==> src/rtl/stage_sum_pkg.sv <==
// Shared types and default widths for the stage-sum read-port requester.
// Saturation limits are used only when STAGE_SUM_SAT_EN is defined.
package stage_sum_pkg;

  localparam int W_DATA_DEF  = 13;
  localparam int W_ADDR_DEF  = 12;
  localparam int W_CNT_DEF   = 8;
  localparam int W_SUM_DEF   = 20;
  localparam int MAX_OUT_DEF = 4;

  typedef enum logic [1:0] {
    ST_IDLE = 2'd0,
    ST_RUN  = 2'd1,
    ST_DONE = 2'd2
  } state_e;

  function automatic longint sat_max(input int w);
    return (longint'(1) <<< (w - 1)) - longint'(1);
  endfunction

  function automatic longint sat_min(input int w);
    return -(longint'(1) <<< (w - 1));
  endfunction

endpackage

==> src/rtl/stage_sum_credit.sv <==
// Up/down outstanding-request counter; can_issue_o is high while the count
// is below LIMIT. Shared by the read-port requesters.
module out_credit #(
  parameter int LIMIT = 4
) (
  input  logic clk_i,
  input  logic rst_i,
  input  logic clr_i,
  input  logic inc_i,
  input  logic dec_i,
  output logic can_issue_o
);

  localparam int W = $clog2(LIMIT + 1);

  logic [W-1:0] count_q, count_d;

  // next outstanding count: simultaneous inc and dec cancel, never below zero
  always_comb begin
    count_d = count_q;
    if (clr_i) begin
      count_d = {W{1'b0}};
    end else if (inc_i && !dec_i) begin
      count_d = count_q + W'(1);
    end else if (dec_i && !inc_i && (count_q != {W{1'b0}})) begin
      count_d = count_q - W'(1);
    end else begin
      count_d = count_q;
    end
  end

  // count register
  always_ff @(posedge clk_i or posedge rst_i) begin
    if (rst_i) begin
      count_q <= {W{1'b0}};
    end else begin
      count_q <= count_d;
    end
  end

  assign can_issue_o = (count_q < W'(LIMIT));

endmodule

==> src/rtl/stage_sum.sv <==
// Stage-sum requester: issues len consecutive reads from base and sums the
// signed replies. Define STAGE_SUM_SAT_EN for a sticky saturating accumulator.
module stage_sum
  import stage_sum_pkg::*;
#(
  parameter int W_DATA  = W_DATA_DEF,
  parameter int W_ADDR  = W_ADDR_DEF,
  parameter int W_CNT   = W_CNT_DEF,
  parameter int W_SUM   = W_SUM_DEF,
  parameter int MAX_OUT = MAX_OUT_DEF
) (
  input  logic              clk,
  input  logic              rst,
  input  logic              cmd_valid,
  output logic              cmd_ready,
  input  logic [W_ADDR-1:0] cmd_base,
  input  logic [W_CNT-1:0]  cmd_len,
  output logic              addr1_valid,
  input  logic              addr1_ready,
  output logic [W_ADDR-1:0] addr1_data,
  input  logic              data1_valid,
  output logic              data1_ready,
  input  logic [W_DATA-1:0] data1,
  output logic              sum_valid,
  input  logic              sum_ready,
  output logic [W_SUM-1:0]  sum_data
);

  state_e            state_q, state_d;
  logic [W_ADDR-1:0] base_q, base_d;
  logic [W_CNT-1:0]  len_q, len_d;
  logic [W_CNT-1:0]  issued_q, issued_d;
  logic [W_CNT-1:0]  recv_q, recv_d;
  logic [W_SUM-1:0]  acc_q, acc_d;
  logic [W_SUM-1:0]  data_ext_s;
  logic [W_SUM-1:0]  acc_add_s;
  logic              cmd_fire_s, addr_fire_s, data_fire_s, can_issue_s;

  assign cmd_fire_s  = cmd_valid & cmd_ready;
  assign addr_fire_s = addr1_valid & addr1_ready;
  assign data_fire_s = data1_valid & data1_ready;
  assign data_ext_s  = {{(W_SUM - W_DATA){data1[W_DATA-1]}}, data1};

`ifdef STAGE_SUM_SAT_EN
  localparam logic [W_SUM-1:0] SAT_MAX = W_SUM'(sat_max(W_SUM));
  localparam logic [W_SUM-1:0] SAT_MIN = W_SUM'(sat_min(W_SUM));

  logic [W_SUM:0] wide_s;
  logic           sat_hit_s;
  logic           sat_q;

  // saturating add; once clamped the accumulator stays put for this command
  always_comb begin
    wide_s    = {acc_q[W_SUM-1], acc_q} + {data_ext_s[W_SUM-1], data_ext_s};
    sat_hit_s = 1'b0;
    acc_add_s = wide_s[W_SUM-1:0];
    if (sat_q) begin
      acc_add_s = acc_q;
    end else if (wide_s[W_SUM] != wide_s[W_SUM-1]) begin
      sat_hit_s = 1'b1;
      acc_add_s = wide_s[W_SUM] ? SAT_MIN : SAT_MAX;
    end else begin
      acc_add_s = wide_s[W_SUM-1:0];
    end
  end

  // sticky saturation flag, cleared by each new command
  always_ff @(posedge clk or posedge rst) begin
    if (rst) begin
      sat_q <= 1'b0;
    end else if (cmd_fire_s) begin
      sat_q <= 1'b0;
    end else if (data_fire_s && sat_hit_s) begin
      sat_q <= 1'b1;
    end else begin
      sat_q <= sat_q;
    end
  end
`else
  assign acc_add_s = acc_q + data_ext_s;
`endif

  out_credit #(
    .LIMIT(MAX_OUT)
  ) u_credit (
    .clk_i      (clk),
    .rst_i      (rst),
    .clr_i      (cmd_fire_s),
    .inc_i      (addr_fire_s),
    .dec_i      (data_fire_s),
    .can_issue_o(can_issue_s)
  );

  // next-state and datapath: len==0 still spends one cycle in RUN
  always_comb begin
    state_d  = state_q;
    base_d   = base_q;
    len_d    = len_q;
    issued_d = issued_q;
    recv_d   = recv_q;
    acc_d    = acc_q;
    case (state_q)
      ST_IDLE: begin
        if (cmd_fire_s) begin
          base_d   = cmd_base;
          len_d    = cmd_len;
          issued_d = {W_CNT{1'b0}};
          recv_d   = {W_CNT{1'b0}};
          acc_d    = {W_SUM{1'b0}};
          state_d  = ST_RUN;
        end else begin
          state_d  = ST_IDLE;
        end
      end
      ST_RUN: begin
        if (addr_fire_s) begin
          issued_d = issued_q + W_CNT'(1);
        end else begin
          issued_d = issued_q;
        end
        if (len_q == {W_CNT{1'b0}}) begin
          state_d = ST_DONE;
        end else if (data_fire_s) begin
          acc_d  = acc_add_s;
          recv_d = recv_q + W_CNT'(1);
          if (recv_q == (len_q - W_CNT'(1))) begin
            state_d = ST_DONE;
          end else begin
            state_d = ST_RUN;
          end
        end else begin
          state_d = ST_RUN;
        end
      end
      ST_DONE: begin
        if (sum_ready) begin
          state_d = ST_IDLE;
        end else begin
          state_d = ST_DONE;
        end
      end
      default: begin
        state_d = ST_IDLE;
      end
    endcase
  end

  // state and datapath registers
  always_ff @(posedge clk or posedge rst) begin
    if (rst) begin
      state_q  <= ST_IDLE;
      base_q   <= {W_ADDR{1'b0}};
      len_q    <= {W_CNT{1'b0}};
      issued_q <= {W_CNT{1'b0}};
      recv_q   <= {W_CNT{1'b0}};
      acc_q    <= {W_SUM{1'b0}};
    end else begin
      state_q  <= state_d;
      base_q   <= base_d;
      len_q    <= len_d;
      issued_q <= issued_d;
      recv_q   <= recv_d;
      acc_q    <= acc_d;
    end
  end

  // outputs decode from registered state only
  assign cmd_ready   = (state_q == ST_IDLE);
  assign data1_ready = (state_q == ST_RUN);
  assign sum_valid   = (state_q == ST_DONE);
  assign addr1_valid = (state_q == ST_RUN) && (issued_q < len_q) && can_issue_s;
  assign addr1_data  = base_q + W_ADDR'(issued_q);
  assign sum_data    = acc_q;

endmodule

==> config.mk <==
export PLATFORM = sky130hd
export DESIGN_NAME = stage_sum
export DESIGN_NICKNAME = d
export VERILOG_FILES = /design/src/rtl/stage_sum_pkg.sv /design/src/rtl/stage_sum_credit.sv /design/src/rtl/stage_sum.sv
export SDC_FILE = /design/constraint.sdc
export NUM_CORES = 1
export LEC_CHECK = 0
export ABC_AREA = 1
export BUFFER_PORTS_ARGS = -buffer_cell sky130_fd_sc_hd__buf_2
export CAP_MARGIN = 20
export CORE_ASPECT_RATIO = 0.75
export CORE_MARGIN = 8
export CORE_UTILIZATION = 52
export DETAILED_ROUTE_END_ITERATION = 8
export GPL_ROUTABILITY_DRIVEN = 0
export GPL_TIMING_DRIVEN = 0
export PLACE_DENSITY_LB_ADDON = 0.15
export SYNTH_ARGS = -nofsm -noshare
export SYNTH_HDL_FRONTEND = slang
export SYNTH_SLANG_ARGS = --single-unit
==> constraint.sdc <==
create_clock -name clk -period 2 [get_ports clk]
set_clock_uncertainty 0.05 [all_clocks]
set_input_delay 0.3 -clock clk [delete_from_list [all_inputs] [get_ports clk]]
set_output_delay 0.3 -clock clk [all_outputs]
set_load 0.1 [all_outputs]
* After elaboration in Yosys (flattened, before gate mapping)
Cells that the tools add are included.
** Operators by class
- $add $sub $neg :: 7
- Order comparisons :: 2
- Equality and inequality tests :: 7
- Multiplexer cells :: 19
- Bitwise logic cells :: 3
- Reductions and logical operators :: 15
** Operators with widths (count)
- $mux W20 :: 3
- $pmux W20 S2 :: 1
- $mux W8 :: 4
- $pmux W8 S2 :: 2
- $add A20 B20 Y20 :: 1
- $add A8 B1 Y8 const B :: 2
- $add A12 B8 Y12 :: 1
- $mux W3 :: 3
- $eq A8 B8 Y1 :: 1
- $logic_not A8 Y1 :: 1
- $lt A8 B8 Y1 :: 1
- $mux W2 :: 4
- $sub A8 B1 Y8 const B :: 1
- $ne A2 B1 Y1 const B :: 3
- $pmux W2 S3 :: 1
- $reduce_bool A3 Y1 :: 2
- $logic_and A1 B1 Y1 :: 5
- $reduce_and A4 Y1 :: 1
- $add A3 B1 Y3 const B :: 1
- $and A1 B1 Y1 :: 3
- $lt A3 B3 Y1 const B :: 1
- $reduce_and A3 Y1 :: 1
- $sub A3 B1 Y3 const B :: 1
- $eq A2 B1 Y1 const B :: 1
- other kinds (7) :: 8
** Storage, ports and cells
- Register bits :: 61
- Input bits :: 39
- Output and inout port bits :: 36
- Word-level logic and storage cells :: 60

* Logic depth before layout (Yosys ltp)
- Depth after elaboration :: 10
- Mapped depth :: 16
- Mapped depth without buffers :: 16

* Hierarchy
A second synthesis with hierarchy kept.
** Unflattened totals
- Cell total of the unflattened synthesis :: 692
- Area total of the unflattened synthesis :: 4818.4 µm²
** By module, submodules not included
- stage_sum :: instances 1, cells each 657, area each 4571.9 µm², seq. area each 1451.4 µm²
- out_credit :: instances 1, cells each 35, area each 246.5 µm², seq. area each 75.1 µm²

* Worst setup path after synthesis
No wires, ideal clock.
- Path type :: reg-to-output
- Start :: register state_q[1]
- End :: output addr1_valid
- Arrival :: 3.300 ns
- Required time :: 1.650 ns
- Setup slack :: -1.650 ns
- Stages on the path, launching flop included :: 8
- Buffers on the path :: 1
- Path through :: dfrtp_1 > inv_1 > nand2_2 > clkinv_2 > buf_6 > nand2_1 > a21oi_2 > a21boi_0
** On the way
- Word-level cells in the longest chain between the ends :: 3
** RTL lines
- start, declared :: RTL line stage_sum.sv:29 : state_e state_q, state_d;
- start signal, assigned :: RTL line stage_sum.sv:158 : state_q <= state_d;
- $eq A2 B1 Y1
- named net data1_ready :: RTL line stage_sum.sv:22 : output logic data1_ready,
- $logic_and A1 B1 Y1 (2 in series) :: RTL line stage_sum.sv:171 : assign addr1_valid = (state_q == ST_RUN) && (issued_q < len_q) && can_issue_s;
- end, declared :: RTL line stage_sum.sv:18 : output logic addr1_valid,
The timed path passes the listed nets, and every way through them passes these cells.

* Worst setup path in the final report
- Start :: register issued_q[5]
- End :: output addr1_data[8]
** On the way
- Word-level cells in the longest chain between the ends :: 1
** RTL lines
- start, declared :: RTL line stage_sum.sv:32 : logic [W_CNT-1:0] issued_q, issued_d;
- start signal, assigned :: RTL line stage_sum.sv:154 : issued_q <= {W_CNT{1'b0}};
- start signal, assigned :: RTL line stage_sum.sv:161 : issued_q <= issued_d;
- $add A12 B8 Y12 :: RTL line stage_sum.sv:172 : assign addr1_data = base_q + W_ADDR'(issued_q);
- end, declared :: RTL line stage_sum.sv:20 : output logic [W_ADDR-1:0] addr1_data,
Every way passes these cells.

==> metrics <==
worst stage delay on the critical path=0.43 ns; number of synthesized flops with an enable pin=0; initial antenna violation count=0; post-synthesis instance area=~4500 um2; hold path depth=3; wire length of the first global-routing pass=23.0 mm; placed wire-length estimate=between 9 and 10 mm; post-synth top area share=around 34%; critical path's slowest cell=dfrtp_2; final critical-path share of the clock period=137%; Reg-to-Reg End=u_credit.count_q[1]; Post-synth ARST share=100%; DR iter-0 viols=460; Total Routing Usage GR=between 20% and 30%; CTS Sinks=61; Critical Path, Cell by Cell=ha_4 -> inv_1 -> nor3_1 -> nand2_1 -> o211ai_1 -> buf_4 -> xor2_4 -> buf_12; Die X=123 um; post-layout util=about four fifths; R2R Path Start=issued_q[3]; global-route met3 utilization=5.10%; Max-cap violations=0; syn avg cell area=approximately 7.4 um2; Yosys top cell by area=dfrtp_1; Clock Root Buffer=clkbuf_16; via density per instance=slightly below 6; critical path class=reg2out; deepest clock path buffer count=2; IO Count=75; Final WS setup=-0.750 ns; Initial Util=53.2%; wire per inst=between 15 and 20 um; Post-Syn Instances=603; Inst Count DP=around 790; sequential fraction of the synthesis area=34.2%; CTS clk-pin slew, worst paths=around 0.060 ns; CP required=around 1.7 ns; worst hold path startpoint=cmd_base[5]; arrival time at the worst endpoint=between 2 and 2.5 ns; Final #Nets=between 800 and 900; run status=finished, violations left; Max Fclk=0.364 GHz; DR vias=4,880; M2 GR Usage=between 40 and 50%; largest net degree at the start of global routing=43; Worst Tran Pin Value=between 0.6 and 0.7 ns; # rows=29; Worst Hold Path EP=base_q[5]; Non-Filler Instances=around 840; Worst slew margin=around three fifths; DRC=0; Post-DRT Antenna Nets=0; reg-to-reg slack, setup=-0.08 ns; synth top area cells=dfrtp_1, nand2_1, ha_1; share of layout cells above drive strength 1=39.0%; core area=about 8400 um2; worst min path class=in2reg; Unique masters post-synth=40; clock buffer count from CTS=9; crit path max fanout=5; die area=about 12,000 um2; grt ovf=0; drt total wl=15.7 mm; failing checks=setup timing; Final Max Tran Viols=0; unrepaired setup endpoints after global routing=yes; Die H=just under 100 um; Synth Register Bits=a little over 60; gr busiest metal=met2; CTS tree=built; vias in the first global route=4,778; Tmin final=2.75 ns; CP Launch Type=flip-flop; final hold vios=0; syn nets=slightly below 700; met1 usage=32.4%; Ys Warns=0; Worst-Skew Late Latency=0.34 ns; # diodes=0; worst-case reg-to-reg path depth=13; Final setup viols=16; Crit. End Element=primary output; ys flop type=dfrtp_1; PortBufs=74; 1st-pass router iterations=5; H-tree levels=3; Area growth syn-to-layout=50.3%
[cell usage after synthesis (3+ instances only)]
cell type,instances
inv_1,53
nor3_1,11
clkbuf_1,4
a21oi_1,39
dfrtp_1,61
a21o_1,5
nand2_1,180
xnor2_1,11
fa_1,3
buf_2,3
nand4_1,12
nor2_1,52
a21boi_0,3
o21ai_1,5
nand2_2,3
o21ai_0,45
xor2_1,15
nand3_1,30
nor2_2,3
ha_1,38
[state kept, by name, summed over array words and instances (netlist names)]
signal / flops
base_q: 12
issued_q: 8
sum_data: 20
len_q: 8
recv_q: 8
state_q: 2
u_credit.count_q: 3
[metal layers]
layer	vias up	wire, um
met5	-	0
met4	0	425
met3	39	1250
met2	256	7470
met1	2350	6590
li1	2235	-
[cell type report]
| class | count | area [um2] |
|---|---|---|
| Clock inverter | 5 | 75.1 |
| Sequential cell | 61 | 1560 |
| Clock buffer | 11 | 233 |
| Inverter | 58 | 230 |
| Fill cell | 518 | 1680 |
| Tap cell | 108 | 135 |
| Buffer | 9 | 63.8 |
| Timing Repair Buffer | 114 | 917 |
| Multi-Input combinational cell | 475 | 3490 |
[worst max path at each step]
stage,start,endpoint,slack (ns),depth (start not counted)
after detailed placement,issued_q[0],addr1_data[10],-0.73,9
after global placement,rst,sum_data[4],-0.92,2
after CTS,issued_q[0],addr1_data[10],-0.63,9
final,issued_q[5],addr1_data[8],-0.75,8
after global routing,issued_q[5],addr1_data[10],-0.79,8
after floorplan,issued_q[0],addr1_data[10],-0.54,8
[stage by stage]
stage               TNS, ns  instance area [um2]  hold WS, ns  setup slack, ns
floorplan             -3.71                 4960        0.360           -0.544
global placement     -51.30                 5460        0.425           -0.919
detailed placement    -4.34                 5480        0.302           -0.728
CTS                   -4.50                 6330        0.104           -0.627
global route          -7.12                 6700        0.116           -0.788
finish                -5.72                 6700        0.102           -0.750
[cells in the final DEF (no fill, tap or decap), types with 4 or more instances in the layout]
| cell | instances |
|---|---|
| buf_6 | 8 |
| nand3_1 | 22 |
| clkinv_2 | 5 |
| inv_2 | 13 |
| a21o_1 | 5 |
| xor2_4 | 6 |
| inv_1 | 41 |
| nand2_2 | 13 |
| clkbuf_1 | 6 |
| nand2_1 | 166 |
| buf_4 | 29 |
| nor2_1 | 46 |
| xnor2_1 | 8 |
| nor3_1 | 8 |
| ha_4 | 25 |
| ha_1 | 13 |
| a21oi_1 | 24 |
| clkbuf_16 | 9 |
| o21ai_2 | 4 |
| nand4_1 | 12 |
| o21ai_0 | 35 |
| buf_2 | 64 |
| xor2_1 | 8 |
| nor2_2 | 5 |
| a21oi_2 | 13 |
| buf_12 | 16 |
| dfrtp_1 | 35 |
| nand2_4 | 6 |
| o21ai_1 | 8 |
| nand3_2 | 8 |
| dfrtp_2 | 26 |
| nor2_4 | 5 |
[repair_timing]
action	CTS	global route
setup buffers	23	17
pin swaps	28	26
gates resized for setup	87	64
gates cloned	0	0
endpoints found under the setup margin	24	43
hold buffers	1	0
endpoints found under the hold margin	19	0
[kinds of logic (layout without fill, tap and decap cells)]
family / count (synthesis) / count (layout) / share of synthesized area (%)
xor+xnor: 26 / 26 / 5.11
fa+ha+maj: 41 / 41 / 12.0
compound gates: 104 / 104 / 12.6
buf+inv: 67 / 197 / 6.15
simple gates: 304 / 304 / 29.9
flops: 61 / 61 / 34.2
[worst max-delay path, delay by kind of cell, from the launching register on]
kind / cells / cell delay [ns]
adder cells (fa/ha/maj): 1 / 0.33
flip-flops: 1 / 0.43
AO/OA/AOI/OAI: 1 / 0.19
AND/OR/NAND/NOR: 2 / 0.40
XOR/XNOR: 1 / 0.18
buffers and inverters: 3 / 0.51
Power is not shown: default switching activity piles up to over one toggle a cycle in this logic, so the estimate is an artifact.
